`config.mk`:
```
export PLATFORM = sky130hd
export DESIGN_NAME = button_conditioner
export DESIGN_NICKNAME = d
export VERILOG_FILES = /design/src/rtl/button_conditioner_pkg.sv /design/src/rtl/btn_debounce_ch.sv /design/src/rtl/button_conditioner.sv
export SDC_FILE = /design/constraint.sdc
export NUM_CORES = 1
export LEC_CHECK = 0
export ABC_AREA = 1
export BUFFER_PORTS_ARGS = -buffer_cell sky130_fd_sc_hd__buf_2
export CAP_MARGIN = 40
export CORE_MARGIN = 5
export CORE_UTILIZATION = 54
export DETAILED_ROUTE_END_ITERATION = 10
export MAX_ROUTING_LAYER = met4
export PLACE_DENSITY = 0.79
export SKIP_CTS_REPAIR_TIMING = 1
export SLEW_MARGIN = 20
export SYNTH_ARGS = -nofsm -noshare
export SYNTH_HDL_FRONTEND = slang
export SYNTH_HIERARCHICAL = 1
export SYNTH_SLANG_ARGS = --single-unit
```
`constraint.sdc`:
```
create_clock -name clk5 -period 2.3 [get_ports clk5]
set_clock_uncertainty 0.1 [all_clocks]
set_input_delay 0 -clock clk5 [delete_from_list [all_inputs] [get_ports clk5]]
set_output_delay 0 -clock clk5 [all_outputs]
set_load 0.02 [all_outputs]
```
`src/rtl/button_conditioner_pkg.sv`:
```
// Shared definitions for the pushbutton conditioner: channel state encoding,
// default timing constants and the counter width helper.
package button_conditioner_pkg;

    // Per-channel debounce state machine encoding
    typedef enum logic [1:0] {
        ST_IDLE         = 2'd0,
        ST_PRESS_WAIT   = 2'd1,
        ST_PRESSED      = 2'd2,
        ST_RELEASE_WAIT = 2'd3
    } btn_state_e;

    // 10 ms of stable input at 5 MHz
    localparam int DEF_DEBOUNCE_CYCLES = 32'd50000;
    // 1 s of continuous hold at 5 MHz
    localparam int DEF_HOLD_CYCLES     = 32'd5000000;

    // Number of bits needed to represent values 0 .. value-1 (never below 1)
    function automatic int clog2_f(input int value);
        int width_v;
        int rem_v;
        width_v = 32'd0;
        rem_v   = value - 32'd1;
        while (rem_v > 32'd0) begin
            width_v = width_v + 32'd1;
            rem_v   = rem_v >> 1;
        end
        if (width_v < 32'd1) begin
            width_v = 32'd1;
        end
        return width_v;
    endfunction

endpackage

```
`src/rtl/btn_debounce_ch.sv`:
```
// One pushbutton channel: two-flop synchronizer, consecutive-sample debounce
// counter, hold counter and a four-state qualification FSM. Every output is
// taken straight from a flop.
module btn_debounce_ch
    import button_conditioner_pkg::*;
#(
    parameter int DEBOUNCE_CYCLES = DEF_DEBOUNCE_CYCLES,
    parameter int HOLD_CYCLES     = DEF_HOLD_CYCLES
) (
    input  logic clk5,
    input  logic rstn,
    input  logic raw,
    output logic level,
    output logic press_pulse,
    output logic release_pulse,
    output logic hold_pulse
);

    localparam int CW = clog2_f(DEBOUNCE_CYCLES + 32'd1);
    localparam int HW = clog2_f(HOLD_CYCLES + 32'd1);

    localparam logic [CW-1:0] CNT_ZERO  = CW'(0);
    localparam logic [CW-1:0] CNT_ONE   = CW'(1);
    // Count value on the edge before qualification completes
    localparam logic [CW-1:0] CNT_LAST  = CW'(DEBOUNCE_CYCLES - 32'd1);
    localparam logic [HW-1:0] HOLD_ZERO = HW'(0);
    localparam logic [HW-1:0] HOLD_ONE  = HW'(1);
    localparam logic [HW-1:0] HOLD_LAST = HW'(HOLD_CYCLES - 32'd1);
    localparam logic [HW-1:0] HOLD_MAX  = HW'(HOLD_CYCLES);

    logic          sync1_r;
    logic          sync2_r;
    btn_state_e    state_r;
    btn_state_e    state_nxt_s;
    logic [CW-1:0] count_r;
    logic [CW-1:0] count_nxt_s;
    logic [HW-1:0] hold_cnt_r;
    logic [HW-1:0] hold_cnt_nxt_s;
    logic          level_r;
    logic          press_r;
    logic          release_r;
    logic          hold_r;
    logic          level_nxt_s;
    logic          press_nxt_s;
    logic          release_nxt_s;
    logic          hold_nxt_s;

    // Bring the asynchronous pin into the clk5 domain
    always_ff @(posedge clk5) begin
        if (!rstn) begin
            sync1_r <= 1'b0;
            sync2_r <= 1'b0;
        end else begin
            sync1_r <= raw;
            sync2_r <= sync1_r;
        end
    end

    // State, counters and registered outputs
    always_ff @(posedge clk5) begin
        if (!rstn) begin
            state_r    <= ST_IDLE;
            count_r    <= CNT_ZERO;
            hold_cnt_r <= HOLD_ZERO;
            level_r    <= 1'b0;
            press_r    <= 1'b0;
            release_r  <= 1'b0;
            hold_r     <= 1'b0;
        end else begin
            state_r    <= state_nxt_s;
            count_r    <= count_nxt_s;
            hold_cnt_r <= hold_cnt_nxt_s;
            level_r    <= level_nxt_s;
            press_r    <= press_nxt_s;
            release_r  <= release_nxt_s;
            hold_r     <= hold_nxt_s;
        end
    end

    // Next-state and counter update; any opposite sample restarts qualification
    always_comb begin
        state_nxt_s    = state_r;
        count_nxt_s    = count_r;
        hold_cnt_nxt_s = hold_cnt_r;
        case (state_r)
            ST_IDLE: begin
                if (sync2_r) begin
                    state_nxt_s = ST_PRESS_WAIT;
                    count_nxt_s = CNT_ONE;
                end else begin
                    count_nxt_s = CNT_ZERO;
                end
            end
            ST_PRESS_WAIT: begin
                if (sync2_r) begin
                    if (count_r == CNT_LAST) begin
                        state_nxt_s    = ST_PRESSED;
                        count_nxt_s    = CNT_ZERO;
                        hold_cnt_nxt_s = HOLD_ZERO;
                    end else begin
                        count_nxt_s = count_r + CNT_ONE;
                    end
                end else begin
                    state_nxt_s = ST_IDLE;
                    count_nxt_s = CNT_ZERO;
                end
            end
            ST_PRESSED: begin
                if (sync2_r) begin
                    // Saturate so a long hold never re-arms the hold pulse
                    if (hold_cnt_r != HOLD_MAX) begin
                        hold_cnt_nxt_s = hold_cnt_r + HOLD_ONE;
                    end else begin
                        hold_cnt_nxt_s = hold_cnt_r;
                    end
                end else begin
                    state_nxt_s = ST_RELEASE_WAIT;
                    count_nxt_s = CNT_ONE;
                end
            end
            ST_RELEASE_WAIT: begin
                if (!sync2_r) begin
                    if (count_r == CNT_LAST) begin
                        state_nxt_s = ST_IDLE;
                        count_nxt_s = CNT_ZERO;
                    end else begin
                        count_nxt_s = count_r + CNT_ONE;
                    end
                end else begin
                    // Bounce back: hold_cnt keeps its frozen value
                    state_nxt_s = ST_PRESSED;
                    count_nxt_s = CNT_ZERO;
                end
            end
            default: begin
                state_nxt_s    = ST_IDLE;
                count_nxt_s    = CNT_ZERO;
                hold_cnt_nxt_s = HOLD_ZERO;
            end
        endcase
    end

    // Output decode from the transition being taken this edge
    always_comb begin
        level_nxt_s   = (state_nxt_s == ST_PRESSED) || (state_nxt_s == ST_RELEASE_WAIT);
        press_nxt_s   = (state_r == ST_PRESS_WAIT) && (state_nxt_s == ST_PRESSED);
        release_nxt_s = (state_r == ST_RELEASE_WAIT) && (state_nxt_s == ST_IDLE);
        hold_nxt_s    = (state_r == ST_PRESSED) && sync2_r && (hold_cnt_r == HOLD_LAST);
    end

    assign level         = level_r;
    assign press_pulse   = press_r;
    assign release_pulse = release_r;
    assign hold_pulse    = hold_r;

endmodule

```
`src/rtl/button_conditioner.sv`:
```
// Pushbutton conditioner: N_BTN independent debounce channels turning raw
// board pins into a clean level plus press, release and long-hold pulses.
module button_conditioner
    import button_conditioner_pkg::*;
#(
    parameter int N_BTN           = 32'd3,
    parameter int DEBOUNCE_CYCLES = DEF_DEBOUNCE_CYCLES,
    parameter int HOLD_CYCLES     = DEF_HOLD_CYCLES
) (
    input  logic             clk5,
    input  logic             rstn,
    input  logic [N_BTN-1:0] btn_raw,
    output logic [N_BTN-1:0] btn_level,
    output logic [N_BTN-1:0] btn_press,
    output logic [N_BTN-1:0] btn_release,
    output logic [N_BTN-1:0] btn_hold
);

    for (genvar i = 0; i < N_BTN; i++) begin : g_ch
        btn_debounce_ch #(
            .DEBOUNCE_CYCLES (DEBOUNCE_CYCLES),
            .HOLD_CYCLES     (HOLD_CYCLES)
        ) u_ch (
            .clk5          (clk5),
            .rstn          (rstn),
            .raw           (btn_raw[i]),
            .level         (btn_level[i]),
            .press_pulse   (btn_press[i]),
            .release_pulse (btn_release[i]),
            .hold_pulse    (btn_hold[i])
        );
    end

endmodule
```
==> results of run 1 <==
[flip-flops by register name, indices dropped and copies added, names as in the netlist]
| signal | flops |
|---|---|
| g_ch.u_ch/count_r | 48 |
| g_ch.u_ch/hold_cnt_r | 69 |
| g_ch.u_ch/hold_pulse | 3 |
| g_ch.u_ch/press_pulse | 3 |
| g_ch.u_ch/release_pulse | 3 |
| g_ch.u_ch/state_r | 6 |
| g_ch.u_ch/sync1_r | 3 |
| g_ch.u_ch/sync2_r | 3 |
[kinds of logic after synthesis]
logic type | share of synthesized area
and+or+nand+nor | 0.432
AOI/OAI and AO/OA | 0.119
buffers and inverters | 0.0865
DFF | 0.319
xor gates and xnor gates | 0.0303
adders and majority gates | 0.0130
[power by group through the flow]
stage	Sequential [W]	Combinational, W	Clock (W)
6_report	0.00241	0.000120	0.00307
5_1_grt	0.00241	0.000133	0.00322
4_1_cts	0.00241	0.000113	0.00312
3_5_place_dp	0.00246	0.000112	0
3_3_place_gp	0.00246	0.000110	0
2_1_floorplan	0.00246	0.0000874	0
[cell usage in the layout (no fill, tap or decap), types with 12 or more instances in the layout]
| cell | count |
|---|---|
| nor2_1 | 237 |
| o21ai_0 | 47 |
| nand3_1 | 101 |
| buf_4 | 16 |
| clkbuf_16 | 17 |
| a21oi_1 | 94 |
| nand4_1 | 34 |
| a21oi_2 | 14 |
| nand2_2 | 21 |
| dfxtp_1 | 138 |
| xor2_1 | 18 |
| nand2_1 | 436 |
| nor2_2 | 19 |
| inv_1 | 110 |
| buf_2 | 16 |
| xnor2_1 | 12 |
[worst register-to-register path: cells and delay by family, from the launching register on]
family,cells,cell delay [ps]
AO/OA/AOI/OAI,1,250
adder cells (fa/ha/maj),1,220
buffers and inverters,1,120
flip-flops,1,470
AND/OR/NAND/NOR,7,750
[metal layers]
metal | GRT usage | wire [um] | part of all wire
met1 | 0.291 | 9520 | 0.47
met2 | 0.384 | 9720 | 0.48
met3 | 0.0434 | 938 | 0.046
met4 | 0.0745 | 246 | 0.012
met5 | - | 0 | 0
[path summary, 6_finish.rpt]
check / end / cells after the start
setup / recovery: g_ch[1].u_ch/hold_cnt_r[0] / 10
hold / removal: g_ch[2].u_ch/sync1_r / 4
hold reg to reg: g_ch[2].u_ch/sync2_r / 2
setup reg to reg: g_ch[1].u_ch/hold_cnt_r[0] / 10
[area by class of cell]
class / instances / share of cell area
repair buffers: 39 / 0.0293
clock buffers: 22 / 0.0495
flip-flops and latches: 138 / 0.288
well taps: 216 / 0.0282
inverters: 121 / 0.0474
multi-input cells: 1100 / 0.538
clock inverters: 10 / 0.0197
[per-stage QoR]
stage,std cells,worst slack [ps],hold slack [ps],total power (W),utilization
final,1646,273,238,0.00560,0.605
after global placement,1608,406,81.1,0.00257,0.560
after global routing,1646,125,275,0.00576,0.605
after floorplan,1405,640,-2.37,0.00254,-
after CTS,1640,272,-344,0.00564,0.602
after detailed placement,1608,350,98.0,0.00257,0.560
==> reports/qor.txt, run 1 <==
root buffer cell: clkbuf_16
critical path's slowest cell: dfxtp_1
Layout area overhead: 10.6%
Peak VDD IR: 0.548 mV
Comb power frac: 0.021
area used by multi-input combinational logic: 0.00515 sq mm
Post-synth ARST share: 0
layout cells sized above 1: 0.0965
largest net degree at the start of global routing: 54
Routed Antenna Nets: 0
post-route minimum period: 2030 ps
DRC violations left: 0
worst setup path class: reg -> reg
H-tree depth: 4
cts bufs inserted: 17
Net Sw Power: 0.00115 W
CTS tree: done
CP Cell Sequence: inv_1 -> ha_1 -> nand3_1 -> nor2_1 -> nand3_1 -> nand2_2 -> nand2_2 -> nand2_2 -> o21ai_0 -> nor2_1
gp weighted congestion: 0.976
ANT cells: 0
Via density: 5.28
Clock Power Share: 0.548
syn nets: 1419
Slew Viols, Final: 0
Leakage: 3.00 nW
Fmax achieved: 493 MHz
crit start category: flop
Pre-Repair DR Iteration Count: 5
Critical Path Fanout Max: 21
DR iter-0 viols: 649
Worst-path clk slew: 60 ps
overall routing resource usage: 0.233
starting density of the core: 0.547
routed via count: 8683
Cell variety after synth: 38
sequential fraction of design power: 0.430
count leader, synth: nand2_1
final period utilization: 0.881
Synth area leader: dfxtp_1
deepest clock path buffer count: 2
I/O Buffers: 16
Placed Area: 0.00886 sq mm
post-synthesis register bit count: 138
syn avg cell area: 6.17 sq um
CP required: 2520 ps
first-pass GRT wire length: 35.5 mm
Fillers: 1498
r2r setup slk: 270 ps
RSZ-0062 raised after global routing: no
Area contributors post-synth: dfxtp_1, nand2_1, nor2_1
Finish-stage setup viols: 0
# Max-Cap Violations: 0
outcome: completed
Top Family by Delay on Critical Path: simple AND/OR/NAND/NOR gates
CP most frequent cell: nand2_2
Ports: 17
Die W: 137 um
die area: 0.0187 sq mm
CP startpoint: g_ch[1].u_ch/hold_cnt_r[0]
worst slew pin tran: 665 ps
register area: 0.00276 sq mm
Crit path largest cell delay: 470 ps
dpl hpwl: 13.9 mm
chip height: 137 um
CP Buf/Inv Count: 1
Total Neg Setup Slack: 0 ps
hold crit path type: in -> reg
Syn Inst Count: 1405
CTS sink count: 138
hold_sp: btn_raw[2]
clk_lat worst skew: 430 ps
Int Power: 0.00445 W
initial antenna violation count: 0
most common library cells after synthesis: nand2_1, nor2_1, dfxtp_1
Remaining Overflow, GRT: 0
final std cell area, no fill: 0.00958 sq mm
area fraction of the dominant cell type after synthesis: 0.319
power per standard cell area: 585 mW/mm^2
Sw Share: 0.206
Placeable Area: 0.0158 sq mm
reg2reg start: g_ch[1].u_ch/hold_cnt_r[0]
Final Hold Vio Count: 0
vias in the first global route: 7966
Post-Syn Area: 0.00866 sq mm
Synth warnings: 6
Net count, final: 1431
WL/cell: 12.4 um
Primary FF master, synth: dfxtp_1
Core Rows: 46
Post-synth EDFFs: 0
DRT Wirelength: 20.4 mm
CP arrival: 2240 ps
Seq/Total Area, Yosys: 0.319
Worst slew margin: 0.556
Setup crit end kind: flop
No activity file was read; power rests on OpenSTA's default activity.
==> inputs of run 2 (changes only) <==
--- a/config.mk
+++ b/config.mk
@@ -9,10 +9,10 @@
 export BUFFER_PORTS_ARGS = -buffer_cell sky130_fd_sc_hd__buf_2
 export CAP_MARGIN = 40
 export CORE_MARGIN = 5
-export CORE_UTILIZATION = 54
+export CORE_UTILIZATION = 58
 export DETAILED_ROUTE_END_ITERATION = 10
 export MAX_ROUTING_LAYER = met4
-export PLACE_DENSITY = 0.79
+export PLACE_DENSITY = 0.86
 export SKIP_CTS_REPAIR_TIMING = 1
 export SLEW_MARGIN = 20
 export SYNTH_ARGS = -nofsm -noshare
==> constraint.sdc (replaced) <==
create_clock -name clk5 -period 1.65 [get_ports clk5]
set_clock_uncertainty 0.1 [all_clocks]
set_input_delay 0 -clock clk5 [delete_from_list [all_inputs] [get_ports clk5]]
set_output_delay 0 -clock clk5 [all_outputs]
set_load 0.02 [all_outputs]
==> run 2 against run 1 <==
Compared with the run above:
- sequential power increased by 39%
- the run now ends with setup timing left
- critical endpoint is now g_ch[0].u_ch/hold_cnt_r[7]
- sequential cell count unchanged
- final cell count increased by 8.0%
- clock power increased by 36%
- global-route usage increased by 3.4 points
- largest cell class unchanged
==> reports/qor.txt, run 2 (synthesis results as in run 1) <==
dpl ws: -103 ps (was 350 ps)
failing checks: setup timing
largest net degree at the start of global routing: 29 (was 54)
power per standard cell area: 653 mW/mm^2 (was 585 mW/mm^2)
routed via count: 10800 (was 8683)
Layout area overhead: 37.7% (was 10.6%)
vias in the first global route: 8805 (was 7966)
chip height: 132 um (was 137 um)
top flop regs: g_ch.u_ch/hold_cnt_r (69), g_ch.u_ch/count_r (48), g_ch.u_ch/state_r (6) (unchanged)
clk_lat worst skew: 440 ps (was 430 ps)
hold crit path type: in -> reg (unchanged)
ANT cells: 0 (unchanged)
crit start category: flop (unchanged)
root buffer cell: clkbuf_16 (unchanged)
Routed Antenna Nets: 0 (unchanged)
Die W: 132 um (was 137 um)
Via density: 6.08 (was 5.28)
Fmax achieved: 508 MHz (was 493 MHz)
Ports: 17 (unchanged)
WL/cell: 17.3 um (was 12.4 um)
Peak VDD IR: 0.903 mV (was 0.548 mV)
Leakage: 4.09 nW (was 3.00 nW)
CP required: 1890 ps (was 2520 ps)
area used by multi-input combinational logic: 0.00603 sq mm (was 0.00515 sq mm)
final period utilization: 1.19 (was 0.881)
commonest non-fill, non-tap cell in the layout: nand2_1 (unchanged)
H-tree depth: 4 (unchanged)
most frequent cells in the layout: nand2_1, nor2_1, buf_4 (was nand2_1, nor2_1, dfxtp_1)
Fillers: 811 (was 1498)
first-pass GRT wire length: 39.3 mm (was 35.5 mm)
Slew Viols, Final: 0 (unchanged)
I/O Buffers: 16 (unchanged)
DRC violations left: 0 (unchanged)
# Max-Cap Violations: 0 (unchanged)
Setup crit end kind: flop (unchanged)
die area: 0.0175 sq mm (was 0.0187 sq mm)
DR iter-0 viols: 1665 (was 649)
DRT Wirelength: 30.8 mm (was 20.4 mm)
Worst-path clk slew: 60 ps (about the same)
Placeable Area: 0.0146 sq mm (was 0.0158 sq mm)
Final Hold Vio Count: 0 (unchanged)
CTS tree: done (unchanged)
setup slack after layout: -318 ps (was 273 ps)
CTS sink count: 138 (unchanged)
register area: 0.00287 sq mm (was 0.00276 sq mm)
Largest Register: g_ch.u_ch/hold_cnt_r (unchanged)
worst setup path class: reg -> reg (unchanged)
Net count, final: 1594 (was 1431)
Finish-stage setup viols: 77 (was 0)
overall routing resource usage: 0.267 (was 0.233)
RSZ-0062 raised after global routing: yes (was no)
deepest clock path buffer count: 2 (unchanged)
Pre-Repair DR Iteration Count: 8 (was 5)
Worst slew margin: 0.483 (was 0.556)
worst hold margin: 197 ps (was 238 ps)
starting density of the core: 0.594 (was 0.547)
dpl hpwl: 16.1 mm (was 13.9 mm)
layout cells sized above 1: 0.341 (was 0.0965)
outcome: complete, but fails checks (was completed)
initial antenna violation count: 0 (unchanged)
CP arrival: 2200 ps (was 2240 ps)
worst slew pin tran: 775 ps (was 665 ps)
cts bufs inserted: 17 (unchanged)
Core Rows: 44 (was 46)
Remaining Overflow, GRT: 0 (unchanged)
max reg flops: 69 (unchanged)
gp weighted congestion: 0.989 (was 0.976)
post-route minimum period: 1970 ps (was 2030 ps)
Critical Path Fanout Max: 6 (was 21)
-- run 2: worst paths after layout --
kind / start / end / slack (ps) / depth (start not counted)
max: g_ch[0].u_ch/hold_cnt_r[0] / g_ch[0].u_ch/hold_cnt_r[7] / -320 / 11
min: btn_raw[1] / g_ch[1].u_ch/sync1_r / 200 / 4
max reg2reg: g_ch[0].u_ch/hold_cnt_r[0] / g_ch[0].u_ch/hold_cnt_r[7] / -320 / 11
min reg2reg: g_ch[0].u_ch/sync1_r / g_ch[0].u_ch/sync2_r / 310 / 2
-- run 2: worst max-delay path, cell delays in order, from the launching register on --
cell and delay (ps):
dfxtp_4 370, inv_4 70, ha_4 130, nand3_2 70
nor2_1 170, nand3_1 180, nand2_2 160, nand2_4 80
nand2_4 120, clkbuf_16 170, nand2_1 60, a21oi_1 200
-- run 2: area by class of cell --
class / count / share of cell area
tap: 184 / 0.0193
clock buffer: 22 / 0.0398
timing repair inverter: 1 / 0.000629
inverter: 121 / 0.0388
timing repair buffer: 201 / 0.142
clock inverter: 10 / 0.0138
sequential: 138 / 0.240
multi-input combinational: 1100 / 0.506
-- run 2: power breakdown --
group / internal, W / total (W) / switching, W / leakage [nW]
combinational: 0.0000882 / 0.000258 / 0.000169 / 2.64
sequential: 0.00333 / 0.00334 / 0.0000157 / 1.15
clock: 0.00265 / 0.00418 / 0.00153 / 0.303
-- run 2: stage by stage --
step / total power, W / TNS [ps] / instances / utilization / area, sq um
after floorplan: 0.00355 / 0 / 1405 / - / 8670
after global placement: 0.00360 / -13.5 / 1707 / 0.673 / 9830
after detailed placement: 0.00361 / -2420 / 1707 / 0.673 / 9830
after CTS: 0.00770 / -5840 / 1739 / 0.717 / 10500
after global routing: 0.00799 / -13380 / 1777 / 0.817 / 11900
final: 0.00779 / -7160 / 1777 / 0.817 / 11900
-- run 2: per-layer routing --
metal	global-route usage	vias up	part of all wire
li1	-	4857	-
met1	0.331	4842	0.36
met4	0.0865	0	0.064
met2	0.442	836	0.48
met5	-	-	0
met3	0.0492	262	0.097
